### config.mk
export PLATFORM = sky130hd
export DESIGN_NAME = dmem_access_ctrl_flat
export DESIGN_NICKNAME = d
export VERILOG_FILES = /design/src/rtl/dmem_pkg.sv /design/src/rtl/dmem_access_ctrl_if.sv /design/src/rtl/dmem_lane_align.sv /design/src/rtl/dmem_access_ctrl.sv /design/src/flat_wrapper.sv
export SDC_FILE = /design/constraint.sdc
export NUM_CORES = 1
export LEC_CHECK = 0
export CORE_MARGIN = 1.5
export CORE_UTILIZATION = 34
export DETAILED_ROUTE_END_ITERATION = 16
export PLACE_DENSITY = 0.67
export SYNTH_ARGS = -nofsm -noshare
export SYNTH_HDL_FRONTEND = slang
export SYNTH_SLANG_ARGS = --single-unit
### constraint.sdc
create_clock -name clk -period 2.7 [get_ports clk]
set_input_delay 0.27 -clock clk [delete_from_list [all_inputs] [get_ports clk]]
set_output_delay 0.27 -clock clk [all_outputs]
set_load 0.02 [all_outputs]
### src/rtl/dmem_pkg.sv
// Shared types and constants for the data-memory access controller.
// Holds the FSM state type, funct3 encodings and the alignment rule.
package dmem_pkg;

  typedef enum logic [1:0] {
    IDLE   = 2'd0,
    ACCESS = 2'd1,
    DONE   = 2'd2
  } dmem_state_t;

  localparam logic [2:0] F3_LB  = 3'b000;
  localparam logic [2:0] F3_LH  = 3'b001;
  localparam logic [2:0] F3_LW  = 3'b010;
  localparam logic [2:0] F3_LBU = 3'b100;
  localparam logic [2:0] F3_LHU = 3'b101;

  localparam logic [3:0] MASK_W = 4'b1111;

  // Encodings 011/110/111 fall into the word case and need word alignment.
  function automatic logic is_misaligned(input logic [2:0] fun3, input logic [1:0] addr_lo);
    case (fun3[1:0])
      2'b00:   return 1'b0;
      2'b01:   return addr_lo[0];
      default: return (addr_lo != 2'b00);
    endcase
  endfunction

endpackage

### src/rtl/dmem_access_ctrl_if.sv
// Request/acknowledge bus between the access controller and data memory.
// The controller uses the master modport and the memory uses the slave modport.
interface dmem_access_ctrl_if #(
  parameter int XLEN = 32
);

  logic            mem_req_o;
  logic            mem_we_o;
  logic [XLEN-1:0] mem_addr_o;
  logic [XLEN-1:0] mem_wdata_o;
  logic [3:0]      mem_wmask_o;
  logic            mem_ack_i;
  logic [XLEN-1:0] mem_rdata_i;

  modport master (
    output mem_req_o, mem_we_o, mem_addr_o, mem_wdata_o, mem_wmask_o,
    input  mem_ack_i, mem_rdata_i
  );

  modport slave (
    input  mem_req_o, mem_we_o, mem_addr_o, mem_wdata_o, mem_wmask_o,
    output mem_ack_i, mem_rdata_i
  );

endinterface

### src/rtl/dmem_lane_align.sv
// Byte-lane steering: store mask/data replication and load extract/extend.
// Purely combinational; the store and load paths are independent.
module dmem_lane_align
  import dmem_pkg::*;
#(
  parameter int XLEN = 32
) (
  input  logic [2:0]      st_fun3,
  input  logic [1:0]      st_addr_lo,
  input  logic [XLEN-1:0] st_wdata,
  output logic [3:0]      st_wmask,
  output logic [XLEN-1:0] st_wdata_lanes,
  output logic            st_misaligned,
  input  logic [2:0]      ld_fun3,
  input  logic [1:0]      ld_addr_lo,
  input  logic [XLEN-1:0] ld_rdata,
  output logic [XLEN-1:0] ld_data
);

  logic [XLEN-1:0] ld_shifted;

  assign st_misaligned = is_misaligned(st_fun3, st_addr_lo);
  assign ld_shifted    = ld_rdata >> {ld_addr_lo, 3'b000};

  always_comb begin
    st_wmask       = MASK_W;
    st_wdata_lanes = st_wdata;
    case (st_fun3[1:0])
      2'b00: begin
        st_wmask       = 4'b0001 << st_addr_lo;
        st_wdata_lanes = {4{st_wdata[7:0]}};
      end
      2'b01: begin
        st_wmask       = 4'b0011 << st_addr_lo;
        st_wdata_lanes = {2{st_wdata[15:0]}};
      end
      default: ;
    endcase
  end

  // Word accesses are always aligned, so the shifted word equals the raw word.
  always_comb begin
    ld_data = ld_shifted;
    case (ld_fun3)
      F3_LB:   ld_data = {{(XLEN-8){ld_shifted[7]}}, ld_shifted[7:0]};
      F3_LH:   ld_data = {{(XLEN-16){ld_shifted[15]}}, ld_shifted[15:0]};
      F3_LBU:  ld_data = {{(XLEN-8){1'b0}}, ld_shifted[7:0]};
      F3_LHU:  ld_data = {{(XLEN-16){1'b0}}, ld_shifted[15:0]};
      default: ;
    endcase
  end

endmodule

### src/rtl/dmem_access_ctrl.sv
// Sequences one load/store from execute into a req/ack data-memory transaction,
// stalling the pipeline until it completes and then pulsing valid or error.
module dmem_access_ctrl
  import dmem_pkg::*;
#(
  parameter int XLEN      = 32,
  parameter int FUNCTION3 = 3,
  parameter int TIMEOUT   = 255
) (
  input  logic                 clk,
  input  logic                 rst_n,
  input  logic                 load_i,
  input  logic                 store_i,
  input  logic [FUNCTION3-1:0] fun3_i,
  input  logic [XLEN-1:0]      addr_i,
  input  logic [XLEN-1:0]      wdata_i,
  dmem_access_ctrl_if.master   mem,
  output logic                 stall_o,
  output logic                 dm_valid_o,
  output logic [XLEN-1:0]      load_data_o,
  output logic                 err_o
);

  localparam logic [7:0] TIMEOUT_LAST = 8'(TIMEOUT - 1);

  dmem_state_t     state, state_next;
  logic [7:0]      cnt;
  logic [2:0]      fun3_q;
  logic [1:0]      addr_lo_q;
  logic            is_load_q;
  logic            err_q;

  logic            start;
  logic            start_ok;
  logic            start_bad;
  logic            ack_take;
  logic            timeout_hit;
  logic [3:0]      st_wmask;
  logic [XLEN-1:0] st_wdata_lanes;
  logic            st_misaligned;
  logic [XLEN-1:0] ld_data;

  assign start = load_i | store_i;

  dmem_lane_align #(.XLEN(XLEN)) u_lane_align (
    .st_fun3        (fun3_i[2:0]),
    .st_addr_lo     (addr_i[1:0]),
    .st_wdata       (wdata_i),
    .st_wmask       (st_wmask),
    .st_wdata_lanes (st_wdata_lanes),
    .st_misaligned  (st_misaligned),
    .ld_fun3        (fun3_q),
    .ld_addr_lo     (addr_lo_q),
    .ld_rdata       (mem.mem_rdata_i),
    .ld_data        (ld_data)
  );

  // An ack on the final allowed cycle takes priority over the timeout.
  always_comb begin
    state_next  = state;
    start_ok    = 1'b0;
    start_bad   = 1'b0;
    ack_take    = 1'b0;
    timeout_hit = 1'b0;
    case (state)
      IDLE: begin
        if (start) begin
          state_next = st_misaligned ? DONE : ACCESS;
          start_ok   = !st_misaligned;
          start_bad  = st_misaligned;
        end
      end
      ACCESS: begin
        if (mem.mem_ack_i) begin
          ack_take   = 1'b1;
          state_next = DONE;
        end else if (cnt == TIMEOUT_LAST) begin
          timeout_hit = 1'b1;
          state_next  = DONE;
        end
      end
      DONE:    state_next = IDLE;
      default: state_next = IDLE;
    endcase
  end

  assign stall_o    = rst_n && (((state == IDLE) && start) || (state == ACCESS));
  assign dm_valid_o = (state == DONE) && is_load_q && !err_q;
  assign err_o      = (state == DONE) && err_q;

  always_ff @(posedge clk or negedge rst_n) begin
    if (!rst_n) begin
      state           <= IDLE;
      cnt             <= 8'd0;
      fun3_q          <= 3'd0;
      addr_lo_q       <= 2'd0;
      is_load_q       <= 1'b0;
      err_q           <= 1'b0;
      load_data_o     <= '0;
      mem.mem_req_o   <= 1'b0;
      mem.mem_we_o    <= 1'b0;
      mem.mem_addr_o  <= '0;
      mem.mem_wdata_o <= '0;
      mem.mem_wmask_o <= 4'd0;
    end else begin
      state <= state_next;
      if (state == ACCESS) begin
        cnt <= cnt + 8'd1;
      end
      if (start_ok) begin
        cnt             <= 8'd0;
        fun3_q          <= fun3_i[2:0];
        addr_lo_q       <= addr_i[1:0];
        is_load_q       <= load_i;
        err_q           <= 1'b0;
        mem.mem_req_o   <= 1'b1;
        mem.mem_we_o    <= !load_i;
        mem.mem_addr_o  <= {addr_i[XLEN-1:2], 2'b00};
        mem.mem_wdata_o <= st_wdata_lanes;
        mem.mem_wmask_o <= load_i ? 4'd0 : st_wmask;
      end
      if (start_bad) begin
        is_load_q <= load_i;
        err_q     <= 1'b1;
      end
      if (ack_take) begin
        mem.mem_req_o <= 1'b0;
        load_data_o   <= ld_data;
      end
      if (timeout_hit) begin
        mem.mem_req_o <= 1'b0;
        err_q         <= 1'b1;
      end
    end
  end

endmodule
### src/flat_wrapper.sv
// flat-port wrapper written by rule: the top's interface ports become plain ports
module dmem_access_ctrl_flat import dmem_pkg::*;
#(
  parameter int XLEN      = 32,
  parameter int FUNCTION3 = 3,
  parameter int TIMEOUT   = 255
)
  (clk, rst_n, load_i, store_i, fun3_i, addr_i, wdata_i, stall_o, dm_valid_o, load_data_o, err_o, mem_mem_req_o, mem_mem_we_o, mem_mem_addr_o, mem_mem_wdata_o, mem_mem_wmask_o, mem_mem_ack_i, mem_mem_rdata_i);
  dmem_access_ctrl_if #(.XLEN(XLEN)) mem_i ();
  input  logic clk;
  input  logic rst_n;
  input  logic load_i;
  input  logic store_i;
  input  logic [FUNCTION3-1:0] fun3_i;
  input  logic [XLEN-1:0] addr_i;
  input  logic [XLEN-1:0] wdata_i;
  output logic stall_o;
  output logic dm_valid_o;
  output logic [XLEN-1:0] load_data_o;
  output logic err_o;
  output wire logic [$bits(mem_i.mem_req_o)-1:0] mem_mem_req_o;
  output wire logic [$bits(mem_i.mem_we_o)-1:0] mem_mem_we_o;
  output wire logic [$bits(mem_i.mem_addr_o)-1:0] mem_mem_addr_o;
  output wire logic [$bits(mem_i.mem_wdata_o)-1:0] mem_mem_wdata_o;
  output wire logic [$bits(mem_i.mem_wmask_o)-1:0] mem_mem_wmask_o;
  input wire logic [$bits(mem_i.mem_ack_i)-1:0] mem_mem_ack_i;
  input wire logic [$bits(mem_i.mem_rdata_i)-1:0] mem_mem_rdata_i;
  assign mem_mem_req_o = mem_i.mem_req_o;
  assign mem_mem_we_o = mem_i.mem_we_o;
  assign mem_mem_addr_o = mem_i.mem_addr_o;
  assign mem_mem_wdata_o = mem_i.mem_wdata_o;
  assign mem_mem_wmask_o = mem_i.mem_wmask_o;
  assign mem_i.mem_ack_i = mem_mem_ack_i;
  assign mem_i.mem_rdata_i = mem_mem_rdata_i;
  dmem_access_ctrl #(.XLEN(XLEN), .FUNCTION3(FUNCTION3), .TIMEOUT(TIMEOUT)) u_core (.clk(clk), .rst_n(rst_n), .load_i(load_i), .store_i(store_i), .fun3_i(fun3_i), .addr_i(addr_i), .wdata_i(wdata_i), .mem(mem_i), .stall_o(stall_o), .dm_valid_o(dm_valid_o), .load_data_o(load_data_o), .err_o(err_o));
endmodule
==> metrics.md <==
| Metric | Value |
|---|---|
| DRC viols | `0` |
| GRT Overall Usage | `19.2%` |
| Initial Utilization | `34.8%` |
| Vias | `4501` |
| Clock power frac | `24.4%` |
| Reg clk slew, reported paths | `60 ps` |
| Largest area contributor in the netlist | `dfrtp_1` |
| Synth Register Bits | `117` |
| Maximum clock rate | `420 MHz` |
| Hold WS | `471 ps` |
| CTS tree | `yes` |
| Die Ht | `130 microns` |
| Leak Pwr | `3.72 nW` |
| Hold endpoint | `u_core.mem.mem_addr_o[27]$_DFFE_PN0P_` |
| Vias in the first global route | `4727` |
| Post-synth EDFFs | `0` |
| Worst hold start | `addr_i[27]` |
| P&R area growth vs syn | `54.0%` |
| WL final | `15700 microns` |
| Sequential fraction of design power | `30.5%` |
| Total gr overflow | `0` |
| Clk_skew | `7.15 ps` |
| Clock sink count | `117` |
| Status | `finished, final reports clean` |
| Synth cell types | `45` |
| Mapped Cells | `497` |
| Avg WL per Cell | `16.8 microns` |
| Final setup TNS | `0 ps` |
| Worst Hold Class | `in -> reg` |
| Largest net degree at the start of global routing | `104` |
| Worst hold path cell count | `2` |
| CP endpoint kind | `primary output` |
| Post-CTS sizing | `0` |
| Setup Viol. Count Final | `0` |
| Initial antenna violation count | `1` |
| Syn. warnings | `0` |
| Clock Tree Buf Depth | `2` |
| Reg2Reg Launch Point | `u_core.fun3_q[0]$_DFFE_PN0P_` |
| # hold bufs at CTS | `1` |
| Max Cap Viol | `0` |
| Vias/cell | `4.82` |
| Final worst slack | `317 ps` |
| Crit path arrival time | `2110 ps` |
| Clock root buffer | `clkbuf_16` |
| Top cell type's share of synthesized area | `53.2%` |
| Inserted Clock Buffers | `17` |
| Syn Area/Cell | `11.1 sq um` |
| Relative slew slack | `32.0%` |
| Postcts setup bufs | `0` |
| Core ar. | `0.0158 sq mm` |
| Int Power | `6.65 mW` |
| Layout Nets | `810` |
| CP Launch Type | `flop` |
| Htree depth | `4` |
| Worst vdd ir | `0.000597 V` |
| Period utilisation layout | `88.3%` |
| PwrDens | `1210 mW/mm^2` |
| Switching Power | `3.63 mW` |
| Final Wtd Congestion | `0.820` |
| Filler Cell Count | `1356` |
| Max Slew Vio Count | `0` |
| Type of the worst setup path | `reg -> out` |
| Pre-antenna DRT Iters | `4` |
| Clk_lat worst skew | `410 ps` |
| Worst EP required | `2430 ps` |
| Family with the most delay on the worst path | `buffers and inverters` |
| Layout cells sized above 1 | `14.1%` |
| Row count | `46` |
| Logic gate share of total power | `45.1%` |
| CP max stage cell | `clkdlybuf4s50_1` |
| CP Depth | `2` |
| Asr flop ratio synth | `100%` |
| Synth Flop Type | `dfrtp_1` |
| Total power | `10.3 mW` |
| Post-DRT Antenna Nets | `0` |
| Switch share | `35.3%` |
| Reg2Reg Setup Slack | `770 ps` |
| Unrepaired setup endpoints after global routing | `false` |
| Max stage delay on crit path | `710 ps` |
| DR iter-0 viols | `270` |
| Width of the die | `130 microns` |
| Part of the Yosys area used for sequential elements | `53.2%` |
| Least-Margin Pin Slew | `1020 ps` |
| Reg-to-reg endpoint | `u_core.load_data_o[26]$_DFFE_PN0P_` |
| Cell chain of the critical path | `nor4bb_1, clkdlybuf4s50_1` |
| Worst Path Buf+Inv | `1` |
| First-pass GRT wire length | `24700 microns` |
| Critical Path Fanout Max | `10` |
| Final Hold Fails | `0` |
| Die ar. | `0.0170 sq mm` |
| Port Buffers | `206` |
| Cell Area, Synth | `0.00550 sq mm` |
| Detailed Place HPWL | `11300 microns` |
| Setup slack at placement | `332 ps` |
| Area contributors post-synth | `dfrtp_1 (53%), mux2i_1 (7.5%), mux2_2 (6.3%)` |
| R2R depth | `4` |
| Io pins | `209` |
| Crit path time final | `2380 ps` |
==> kinds of logic (layout without fill, tap and decap cells) <==
| kind of cell | Yosys count | count (layout) | share of synthesized area, % |
|---|---|---|---|
| other | 1 | 3 | 0.0682 |
| adders and majority gates | 2 | 2 | 0.455 |
| xor gates and xnor gates | 7 | 7 | 1.11 |
| buffers and inverters | 38 | 256 | 3.14 |
| DFF | 117 | 117 | 53.2 |
| muxes | 92 | 92 | 19.4 |
| and+or+nand+nor | 144 | 144 | 12.3 |
| AOI/OAI and AO/OA | 96 | 96 | 10.3 |
==> area by class of cell <==
class / instances / area, sq um / area share, %
antenna: 1 / 2.50 / 0.0295
clock buffer: 23 / 488 / 5.76
clock inverter: 8 / 170 / 2.01
inverter: 3 / 11.3 / 0.133
multi-input combinational: 343 / 2410 / 28.4
sequential: 117 / 2930 / 34.6
tap: 216 / 270 / 3.19
timing repair buffer: 222 / 2190 / 25.9
==> per-stage QoR <==
stage          util, %  instances  instance area, sq um
6_report          53.5        933                  8470
5_1_grt           53.5        933                  8470
4_1_cts           53.5        932                  8470
3_5_place_dp      49.3        900                  7800
3_3_place_gp      49.3        900                  7800
2_1_floorplan        -        498                  5510
==> routing by layer <==
metal / GRT usage (%) / share of wire (%)
met5: 0 / 0
met2: 30.2 / 47
met1: 23.8 / 43
met4: 9.15 / 2.2
met3: 6.19 / 8.5
==> cell usage after synthesis (2+ instances only) <==
cell type	count
o31ai_1	4
xor2_1	6
dfrtp_1	117
a21oi_1	28
buf_6	2
clkbuf_1	21
a221o_1	10
nand3_1	16
ha_1	2
and3_1	3
and4_1	2
o21ai_0	45
mux2i_1	41
buf_2	6
buf_4	2
nor2_1	45
nand4_1	3
nor3b_2	2
inv_1	3
nor2b_1	4
nand3b_1	4
mux2_4	19
nand2_1	49
mux2_2	31
or2_2	2
and2_1	8
buf_1	4
==> placed cells by master, fill, tap and decap left out, drive strengths merged, types with 2 or more instances in the layout <==
cell,count
clkdlybuf4s50,205
and2,8
bufinv,5
ha,2
a221o,10
dfrtp,117
nor2,45
nand3b,4
clkbuf,23
o21ai,45
conb,2
inv,3
mux2i,41
o31ai,4
a21oi,28
buf,16
mux2,50
or2,4
clkinvlp,2
xor2,6
nand4,3
nand2,49
and3,3
nor3b,2
nand3,16
nor2b,4
and4,2
==> flip-flops by register name (all words and copies together) (netlist names) <==
signal	flops
u_core.addr_lo_q	2
u_core.cnt	8
u_core.err_q	1
u_core.fun3_q	3
u_core.is_load_q	1
u_core.load_data_o	32
u_core.mem.mem_addr_o	30
u_core.mem.mem_req_o	1
u_core.mem.mem_wdata_o	32
u_core.mem.mem_we_o	1
u_core.mem.mem_wmask_o	4
u_core.state	2
==> power groups by stage <==
stage               Clock (mW)  Sequential, mW  Combinational [mW]
floorplan                    0            3.88                1.75
global placement             0            3.11                4.57
detailed placement           0            3.14                4.66
CTS                       2.56            3.14                4.69
global route              2.63            3.25                4.97
finish                    2.50            3.13                4.64
==> worst max-delay path by stage <==
stage / from / endpoint
2_1_floorplan: u_core.fun3_q[0]$_DFFE_PN0P_ / u_core.load_data_o[15]$_DFFE_PN0P_
3_3_place_gp: fun3_i[1] / u_core.mem.mem_wdata_o[3]$_DFFE_PN0P_
3_5_place_dp: fun3_i[1] / u_core.mem.mem_addr_o[22]$_DFFE_PN0P_
4_1_cts: u_core.state[1]$_DFFE_PN0P_ / dm_valid_o
5_1_grt: u_core.state[1]$_DFFE_PN0P_ / dm_valid_o
6_report: u_core.state[1]$_DFFE_PN0P_ / dm_valid_o
Power figures use the tool's default switching activity.
